==> src/rtl/chain_mix_sequencer_pkg.sv <==
// Shared types and timing defaults for the mixer-chain sequencer.
// The latency helper is used by both the RTL checks and the bench.
package chain_mix_pkg;

  typedef enum logic [2:0] {
    StIdle,
    StLoad,
    StInject,
    StMix,
    StDrain,
    StDone
  } state_e;

  localparam int unsigned LoadCyclesDef  = 4;
  localparam int unsigned InjCyclesDef   = 2;
  localparam int unsigned DrainCyclesDef = 4;

  // Start-sampling edge to the cycle that carries the done pulse.
  function automatic int unsigned total_latency(input int unsigned n_stages,
                                                input int unsigned load_cycles,
                                                input int unsigned inj_cycles,
                                                input int unsigned mix_len,
                                                input int unsigned drain_cycles);
    int unsigned mix_eff;
    mix_eff = (mix_len == 0) ? 1 : mix_len;
    return load_cycles + n_stages * (inj_cycles + mix_eff) + drain_cycles + 1;
  endfunction

endpackage

==> src/rtl/chain_mix_sequencer_if.sv <==
// Host command / actuator bundle of the mixer-chain sequencer.
interface chain_mix_sequencer_if #(
  parameter int unsigned N_STAGES = 8,
  parameter int unsigned CNT_W    = 16
);
  localparam int unsigned StageW = $clog2(N_STAGES) + 1;

  logic                start;
  logic                abort;
  logic [CNT_W-1:0]    mix_len;
  logic                inlet_open;
  logic [N_STAGES-1:0] reagent_open;
  logic [N_STAGES-1:0] mixer_en;
  logic                outlet_open;
  logic [StageW-1:0]   stage_idx;
  logic                busy;
  logic                done;
  logic                aborted;

  modport master (
    output start, abort, mix_len,
    input  inlet_open, reagent_open, mixer_en, outlet_open, stage_idx, busy, done, aborted
  );

  modport slave (
    input  start, abort, mix_len,
    output inlet_open, reagent_open, mixer_en, outlet_open, stage_idx, busy, done, aborted
  );

endinterface

==> src/rtl/chain_mix_sequencer_phase_timer.sv <==
// Loadable down-counter with a zero flag; parks at zero until reloaded.
module phase_timer #(
  parameter int unsigned CntW = 16
) (
  input  logic            clk_i,
  input  logic            rst_ni,
  input  logic            load_i,
  input  logic [CntW-1:0] load_val_i,
  output logic            zero_o
);

  logic [CntW-1:0] cnt_q, cnt_d;

  always_comb begin
    cnt_d = cnt_q;
    if (load_i) begin
      cnt_d = load_val_i;
    end else if (cnt_q != '0) begin
      cnt_d = cnt_q - 1'b1;
    end
  end

  always_ff @(posedge clk_i or negedge rst_ni) begin
    if (!rst_ni) begin
      cnt_q <= '0;
    end else begin
      cnt_q <= cnt_d;
    end
  end

  assign zero_o = (cnt_q == '0);

endmodule

==> src/rtl/chain_mix_sequencer.sv <==
// Sequencer for the fluidic mixer chain: inlet, per-stage inject/mix, drain.
// All actuator outputs are registered decodes of the next state and stage.
module chain_mix_sequencer
  import chain_mix_pkg::*;
#(
  parameter int unsigned N_STAGES     = 8,
  parameter int unsigned CNT_W        = 16,
  parameter int unsigned LOAD_CYCLES  = LoadCyclesDef,
  parameter int unsigned INJ_CYCLES   = InjCyclesDef,
  parameter int unsigned DRAIN_CYCLES = DrainCyclesDef
) (
  input  logic                  clk_i,
  input  logic                  rst_ni,
  chain_mix_sequencer_if.slave  bus
);

  localparam int unsigned StageW = $clog2(N_STAGES) + 1;
  localparam logic [StageW-1:0]   LastStage = StageW'(N_STAGES - 1);
  localparam logic [N_STAGES-1:0] OneHot0   = N_STAGES'(1);

  state_e              state_q, state_d;
  logic [StageW-1:0]   stage_q, stage_d;
  logic [CNT_W-1:0]    mix_q, mix_d;
  logic                tmr_load, tmr_zero;
  logic [CNT_W-1:0]    tmr_val;
  logic                inlet_q, inlet_d, outlet_q, outlet_d;
  logic [N_STAGES-1:0] reagent_q, reagent_d, mixer_q, mixer_d;
  logic                busy_q, busy_d, done_q, done_d, aborted_q, aborted_d;

  phase_timer #(
    .CntW (CNT_W)
  ) u_phase_timer (
    .clk_i      (clk_i),
    .rst_ni     (rst_ni),
    .load_i     (tmr_load),
    .load_val_i (tmr_val),
    .zero_o     (tmr_zero)
  );

  always_comb begin
    state_d   = state_q;
    stage_d   = stage_q;
    mix_d     = mix_q;
    tmr_load  = 1'b0;
    tmr_val   = '0;
    aborted_d = 1'b0;

    unique case (state_q)
      StIdle: begin
        if (bus.start && !bus.abort) begin
          mix_d    = (bus.mix_len == '0) ? CNT_W'(1) : bus.mix_len;
          state_d  = StLoad;
          tmr_load = 1'b1;
          tmr_val  = CNT_W'(LOAD_CYCLES - 1);
        end
      end
      StLoad: begin
        if (tmr_zero) begin
          state_d  = StInject;
          stage_d  = '0;
          tmr_load = 1'b1;
          tmr_val  = CNT_W'(INJ_CYCLES - 1);
        end
      end
      StInject: begin
        if (tmr_zero) begin
          state_d  = StMix;
          tmr_load = 1'b1;
          tmr_val  = mix_q - 1'b1;
        end
      end
      StMix: begin
        if (tmr_zero) begin
          tmr_load = 1'b1;
          if (stage_q < LastStage) begin
            stage_d = stage_q + 1'b1;
            state_d = StInject;
            tmr_val = CNT_W'(INJ_CYCLES - 1);
          end else begin
            state_d = StDrain;
            tmr_val = CNT_W'(DRAIN_CYCLES - 1);
          end
        end
      end
      StDrain: begin
        if (tmr_zero) state_d = StDone;
      end
      StDone: begin
        state_d = StIdle;
        stage_d = '0;
      end
      default: state_d = StIdle;
    endcase

    // Abort overrides every transition, including the one into DONE.
    if (bus.abort && (state_q != StIdle)) begin
      state_d   = StIdle;
      stage_d   = '0;
      aborted_d = 1'b1;
      tmr_load  = 1'b1;
      tmr_val   = '0;
    end
  end

  always_comb begin
    inlet_d   = (state_d == StLoad);
    outlet_d  = (state_d == StDrain);
    reagent_d = (state_d == StInject) ? (OneHot0 << stage_d) : '0;
    mixer_d   = (state_d == StMix) ? (OneHot0 << stage_d) : '0;
    busy_d    = (state_d != StIdle);
    done_d    = (state_d == StDone);
  end

  always_ff @(posedge clk_i or negedge rst_ni) begin
    if (!rst_ni) begin
      state_q   <= StIdle;
      stage_q   <= '0;
      mix_q     <= '0;
      inlet_q   <= 1'b0;
      outlet_q  <= 1'b0;
      reagent_q <= '0;
      mixer_q   <= '0;
      busy_q    <= 1'b0;
      done_q    <= 1'b0;
      aborted_q <= 1'b0;
    end else begin
      state_q   <= state_d;
      stage_q   <= stage_d;
      mix_q     <= mix_d;
      inlet_q   <= inlet_d;
      outlet_q  <= outlet_d;
      reagent_q <= reagent_d;
      mixer_q   <= mixer_d;
      busy_q    <= busy_d;
      done_q    <= done_d;
      aborted_q <= aborted_d;
    end
  end

  assign bus.inlet_open   = inlet_q;
  assign bus.outlet_open  = outlet_q;
  assign bus.reagent_open = reagent_q;
  assign bus.mixer_en     = mixer_q;
  assign bus.stage_idx    = stage_q;
  assign bus.busy         = busy_q;
  assign bus.done         = done_q;
  assign bus.aborted      = aborted_q;

`ifndef SYNTHESIS
  int unsigned lat_q;

  always_ff @(posedge clk_i or negedge rst_ni) begin
    if (!rst_ni) begin
      lat_q <= 0;
    end else if ((state_q == StIdle) && (state_d == StLoad)) begin
      lat_q <= 1;
    end else if (state_q != StIdle) begin
      lat_q <= lat_q + 1;
    end
  end

  // Two actuators open together would cross-contaminate reagents.
  a_excl: assert property (@(posedge clk_i) disable iff (!rst_ni)
    $onehot0({inlet_q, outlet_q, reagent_q, mixer_q}));

  a_latency: assert property (@(posedge clk_i) disable iff (!rst_ni)
    done_q |-> (lat_q == total_latency(N_STAGES, LOAD_CYCLES, INJ_CYCLES, 32'(mix_q),
                                       DRAIN_CYCLES)));

  a_busy: assert property (@(posedge clk_i) disable iff (!rst_ni)
    busy_q == (state_q != StIdle));
`endif

endmodule

==> src/flat_wrapper.sv <==
// flat-port wrapper written by rule: the top's interface ports become plain ports
module chain_mix_sequencer_flat import chain_mix_pkg::*;
#(
  parameter int unsigned N_STAGES     = 8,
  parameter int unsigned CNT_W        = 16,
  parameter int unsigned LOAD_CYCLES  = LoadCyclesDef,
  parameter int unsigned INJ_CYCLES   = InjCyclesDef,
  parameter int unsigned DRAIN_CYCLES = DrainCyclesDef
)
  (clk_i, rst_ni, bus_start, bus_abort, bus_mix_len, bus_inlet_open, bus_reagent_open, bus_mixer_en, bus_outlet_open, bus_stage_idx, bus_busy, bus_done, bus_aborted);
  chain_mix_sequencer_if #(.N_STAGES(N_STAGES), .CNT_W(CNT_W)) bus_i ();
  input  logic clk_i;
  input  logic rst_ni;
  input wire logic [$bits(bus_i.start)-1:0] bus_start;
  input wire logic [$bits(bus_i.abort)-1:0] bus_abort;
  input wire logic [$bits(bus_i.mix_len)-1:0] bus_mix_len;
  output wire logic [$bits(bus_i.inlet_open)-1:0] bus_inlet_open;
  output wire logic [$bits(bus_i.reagent_open)-1:0] bus_reagent_open;
  output wire logic [$bits(bus_i.mixer_en)-1:0] bus_mixer_en;
  output wire logic [$bits(bus_i.outlet_open)-1:0] bus_outlet_open;
  output wire logic [$bits(bus_i.stage_idx)-1:0] bus_stage_idx;
  output wire logic [$bits(bus_i.busy)-1:0] bus_busy;
  output wire logic [$bits(bus_i.done)-1:0] bus_done;
  output wire logic [$bits(bus_i.aborted)-1:0] bus_aborted;
  assign bus_i.start = bus_start;
  assign bus_i.abort = bus_abort;
  assign bus_i.mix_len = bus_mix_len;
  assign bus_inlet_open = bus_i.inlet_open;
  assign bus_reagent_open = bus_i.reagent_open;
  assign bus_mixer_en = bus_i.mixer_en;
  assign bus_outlet_open = bus_i.outlet_open;
  assign bus_stage_idx = bus_i.stage_idx;
  assign bus_busy = bus_i.busy;
  assign bus_done = bus_i.done;
  assign bus_aborted = bus_i.aborted;
  chain_mix_sequencer #(.N_STAGES(N_STAGES), .CNT_W(CNT_W), .LOAD_CYCLES(LOAD_CYCLES), .INJ_CYCLES(INJ_CYCLES), .DRAIN_CYCLES(DRAIN_CYCLES)) u_core (.clk_i(clk_i), .rst_ni(rst_ni), .bus(bus_i));
endmodule
==> config.mk <==
export PLATFORM = sky130hd
export DESIGN_NAME = chain_mix_sequencer_flat
export DESIGN_NICKNAME = d
export VERILOG_FILES = /design/src/rtl/chain_mix_sequencer_pkg.sv /design/src/rtl/chain_mix_sequencer_if.sv /design/src/rtl/chain_mix_sequencer_phase_timer.sv /design/src/rtl/chain_mix_sequencer.sv /design/src/flat_wrapper.sv
export SDC_FILE = /design/constraint.sdc
export NUM_CORES = 1
export LEC_CHECK = 0
export ABC_AREA = 1
export BUFFER_PORTS_ARGS = -buffer_cell sky130_fd_sc_hd__buf_2
export CAP_MARGIN = 25
export CORE_MARGIN = 2
export CORE_UTILIZATION = 32
export CTS_BUF_LIST = sky130_fd_sc_hd__clkbuf_16
export CTS_CLUSTER_DIAMETER = 40
export DETAILED_ROUTE_END_ITERATION = 10
export SLEW_MARGIN = 0
export SYNTH_ARGS = -nofsm -noshare
export SYNTH_HDL_FRONTEND = slang
export SYNTH_SLANG_ARGS = --single-unit
==> constraint.sdc <==
create_clock -name clk_i -period 1.7 [get_ports clk_i]
set_clock_uncertainty 0.2 [all_clocks]
set_input_delay 0.34 -clock clk_i [delete_from_list [all_inputs] [get_ports clk_i]]
set_output_delay 0.34 -clock clk_i [all_outputs]
set_load 0.005 [all_outputs]
==> results.py <==
metrics = {
    "logic_synthesis": {
        "synth_cell_types": 35,
        "syn_area_per_cell_sq_um": 7.81,
        "syn_inst": 431,
        "yosys.area.top_type_share": 0.446,
        "ys_async_sr_fraction": 1.00,
        "synth_top_area_cell": "dfrtp_1",
        "synthTopCellsByArea": "dfrtp_1 45%, nand2_1 10%, nor2_1 7.8%, inv_1 4.8%, nand3_1 4.0%",
        "syn_area_sq_um": 3370,
        "synth_seq_cells": 60,
        "synth_ff_type": "dfrtp_1",
        "syn-num-nets": 454,
        "synth_edf_count": 0,
        "seq_area_frac_synth": 0.446,
        "yosysWarnings": 0,
    },
    "global_route": {
        "grt_pass1_vias": 3286,
        "grt_usage": 0.164,
        "grt_pass1_wl_microns": 15000,
        "antenna_found_initial": 0,
        "grt_overflow": 0,
        "grt_max_degree": 61,
    },
    "die": {
        "rows": 37,
        "pin_count": 45,
        "dieArea_sq_um": 11400,
        "start_util": 0.328,
        "core_area_sq_um": 10300,
        "die_width_microns": 107,
        "fp.dieH_microns": 107,
    },
    "critical_path": {
        "cp-end-kind": "flop",
        "cp_max_fo": 8,
        "path_cells": "inv_2, ha_4, nand2_4, nor2_8, nand2_8, nand2_4, nand3_4, a21oi_4, nand3_2, nor2_1",
        "reg2reg_from": "u_core.u_phase_timer.cnt_q[0]",
        "crit_top_cell": "nand2_4",
        "path_buf_inv": 1,
        "critPathTopFamily": "simple AND/OR/NAND/NOR gates",
        "max_stage_delay_ps": 390,
        "crit_path_start_kind": "flop",
        "required_ps": 1760,
        "slowest_stage": "dfrtp_1",
        "r2r_slack_ps": -200,
        "crit_type": "reg -> reg",
        "rr_worst_depth": 10,
        "r2r_end": "u_core.bus.mixer_en[3]",
        "arrival_ps": 1960,
    },
    "sta": {
        "finalCritPeriodShare": 1.12,
        "worst_pin_slew_ps": 332,
        "fmax_mhz": 527,
        "maxSlewViolCount": 0,
        "finalHoldViolCount": 0,
        "period_needed_ps": 1900,
        "setup_viol_count_final": 39,
        "slew_headroom": 0.777,
        "setup_slack_ps": -199,
        "holdWs_ps": 23.8,
        "grt_setup_unrepaired": "true",
    },
    "cts": {
        "insertion_delay_ps": 330,
        "clk_transition_reported_paths_ps": 50,
        "cts_buffer_depth": 2,
        "cts_made_buffers": 9,
        "clockRootBuffer": "clkbuf_16",
        "cts_tree": "yes",
        "cts-htree-levels": 3,
        "cts.sink_count": 60,
    },
    "drt": {
        "wl_per_cell_microns": 12.7,
        "first_pass_iters": 4,
        "drt_iter0_drc": 160,
        "via_per_inst": 4.64,
        "drc": 0,
        "ant_nets": 0,
        "vias": 3334,
        "drt_wl_total_microns": 9090,
    },
    "finish": {
        "syn_to_final_growth_pct": 53.9,
        "fill_cells": 981,
        "final_cell_mix": "88 x buf_4, 79 x nand2_1, 58 x dfrtp_1",
        "utilization": 0.504,
        "final_common_cell": "buf_4",
        "fin_nets": 600,
        "antenna-diode-count": 0,
        "drive_gt1_frac": 0.469,
    },
    "place": {
        "port_buffers": 44,
        "dp_slack_ps": -191,
        "gp_congestion": 0.835,
        "dp_hpwl_microns": 6420,
    },
    "pwr": {
        "p_leak_nw": 2.61,
        "power_density_nw_per_um2": 1580,
        "peakVddDrop_mv": 0.782,
    },
    "run_status": {
        "status": "finished with violations",
        "violations": "setup timing",
    },
    "worst_hold_path": {
        "holdPathStages": 3,
        "min-delay-path-class": "in -> reg",
        "holdCritStartpoint": "bus_mix_len[10]",
        "hold_end": "u_core.mix_q[10]",
    },
    "flow_run": {
        "maxCapViolCount": 0,
    },
}
[worst min-delay path, stage by stage]
cell and delay (ps):
buf_2 90, nand2_1 50, nand2_1 40
[cell type report]
cell class                 instances  area, sq um  share of cell area
multi-input combinational        313         2020               0.390
sequential                        60         1500               0.290
timing repair buffer             141         1020               0.196
clock buffer                       9          225              0.0435
inverter                          51          204              0.0394
tap                              136          170              0.0328
clock inverter                     7         33.8             0.00652
timing repair inverter             1         7.51             0.00145
[stage by stage]
| step | std cells | setup TNS (ps) | cell area (sq um) | power (mW) |
|---|---|---|---|---|
| 4_1_cts | 710 | -5000 | 4910 | 7.78 |
| 6_report | 718 | -4560 | 5180 | 8.21 |
| 5_1_grt | 718 | -9080 | 5180 | 8.81 |
| 2_1_floorplan | 431 | -921 | 3400 | 4.25 |
| 3_5_place_dp | 685 | -5340 | 4410 | 5.82 |
| 3_3_place_gp | 685 | -4370 | 4410 | 5.76 |
[how the worst max path moves through the flow]
stage / from / to / cells after the start
CTS: u_core.u_phase_timer.cnt_q[1] / u_core.bus.reagent_open[3] / 10
global placement: u_core.u_phase_timer.cnt_q[11] / u_core.bus.mixer_en[3] / 12
finish: u_core.u_phase_timer.cnt_q[0] / u_core.bus.mixer_en[3] / 10
floorplan: u_core.u_phase_timer.cnt_q[1] / u_core.u_phase_timer.cnt_q[10] / 11
global route: u_core.u_phase_timer.cnt_q[0] / u_core.bus.mixer_en[6] / 10
detailed placement: u_core.u_phase_timer.cnt_q[11] / u_core.bus.mixer_en[2] / 12
[kinds of logic (layout without fill, tap and decap cells)]
| family | after synthesis | in the layout | share of synthesized area |
|---|---|---|---|
| compound gates | 48 | 48 | 0.0829 |
| xor+xnor | 15 | 15 | 0.0390 |
| fa+ha+maj | 3 | 3 | 0.0111 |
| buf+inv | 58 | 209 | 0.0695 |
| flops | 60 | 60 | 0.446 |
| simple gates | 247 | 247 | 0.352 |
[where the power goes]
group          leakage, nW  switching [mW]  internal, mW
logic                 1.69            2.47          2.04
clock network        0.129           0.627         0.960
registers            0.792           0.310          1.81
total                 2.61            3.40          4.80
[sequential cells by signal, indices dropped and copies added (netlist names)]
register and cells:
u_core.state_q 3, u_core.bus.reagent_open 8, u_core.mix_q 16, u_core.bus.mixer_en 8, u_core.bus.inlet_open 1, u_core.bus.aborted 1, u_core.bus.outlet_open 1, u_core.bus.busy 1
u_core.bus.done 1, u_core.u_phase_timer.cnt_q 16, u_core.bus.stage_idx 4
[Yosys cell counts, types with 3 or more instances]
master    instances
inv_2             7
o21ai_0          19
nand2_2          14
nand4_1           6
or2_2             3
a21oi_1          17
nand2_1          93
nand3_1          27
clkbuf_1          3
nor2_1           70
nand3_2           6
nor2_2            8
dfrtp_1          60
xor2_1           13
inv_1            43
nand2_4           4
o21ai_1           4
nor3_1            5
nor4_1            5
ha_1              3
[metal layers]
metal  GRT usage  up-vias  wire length, microns  share of wire
li1            -     1673                     -              -
met4      0.0445        0                   111          0.012
met1       0.219     1584                  4090           0.45
met5           0        -                     0              0
met3      0.0347        8                   338          0.037
met2       0.269       69                  4540           0.50
[timing repair]
item	4_1_cts	5_1_grt
setup endpoints to repair	39	56
hold buffers	1	0
gates resized for setup	48	55
pin swaps	12	18
hold endpoints to repair	60	0
buffers inserted	7	8
cloned	1	0
(Power assumes the default switching activity.)
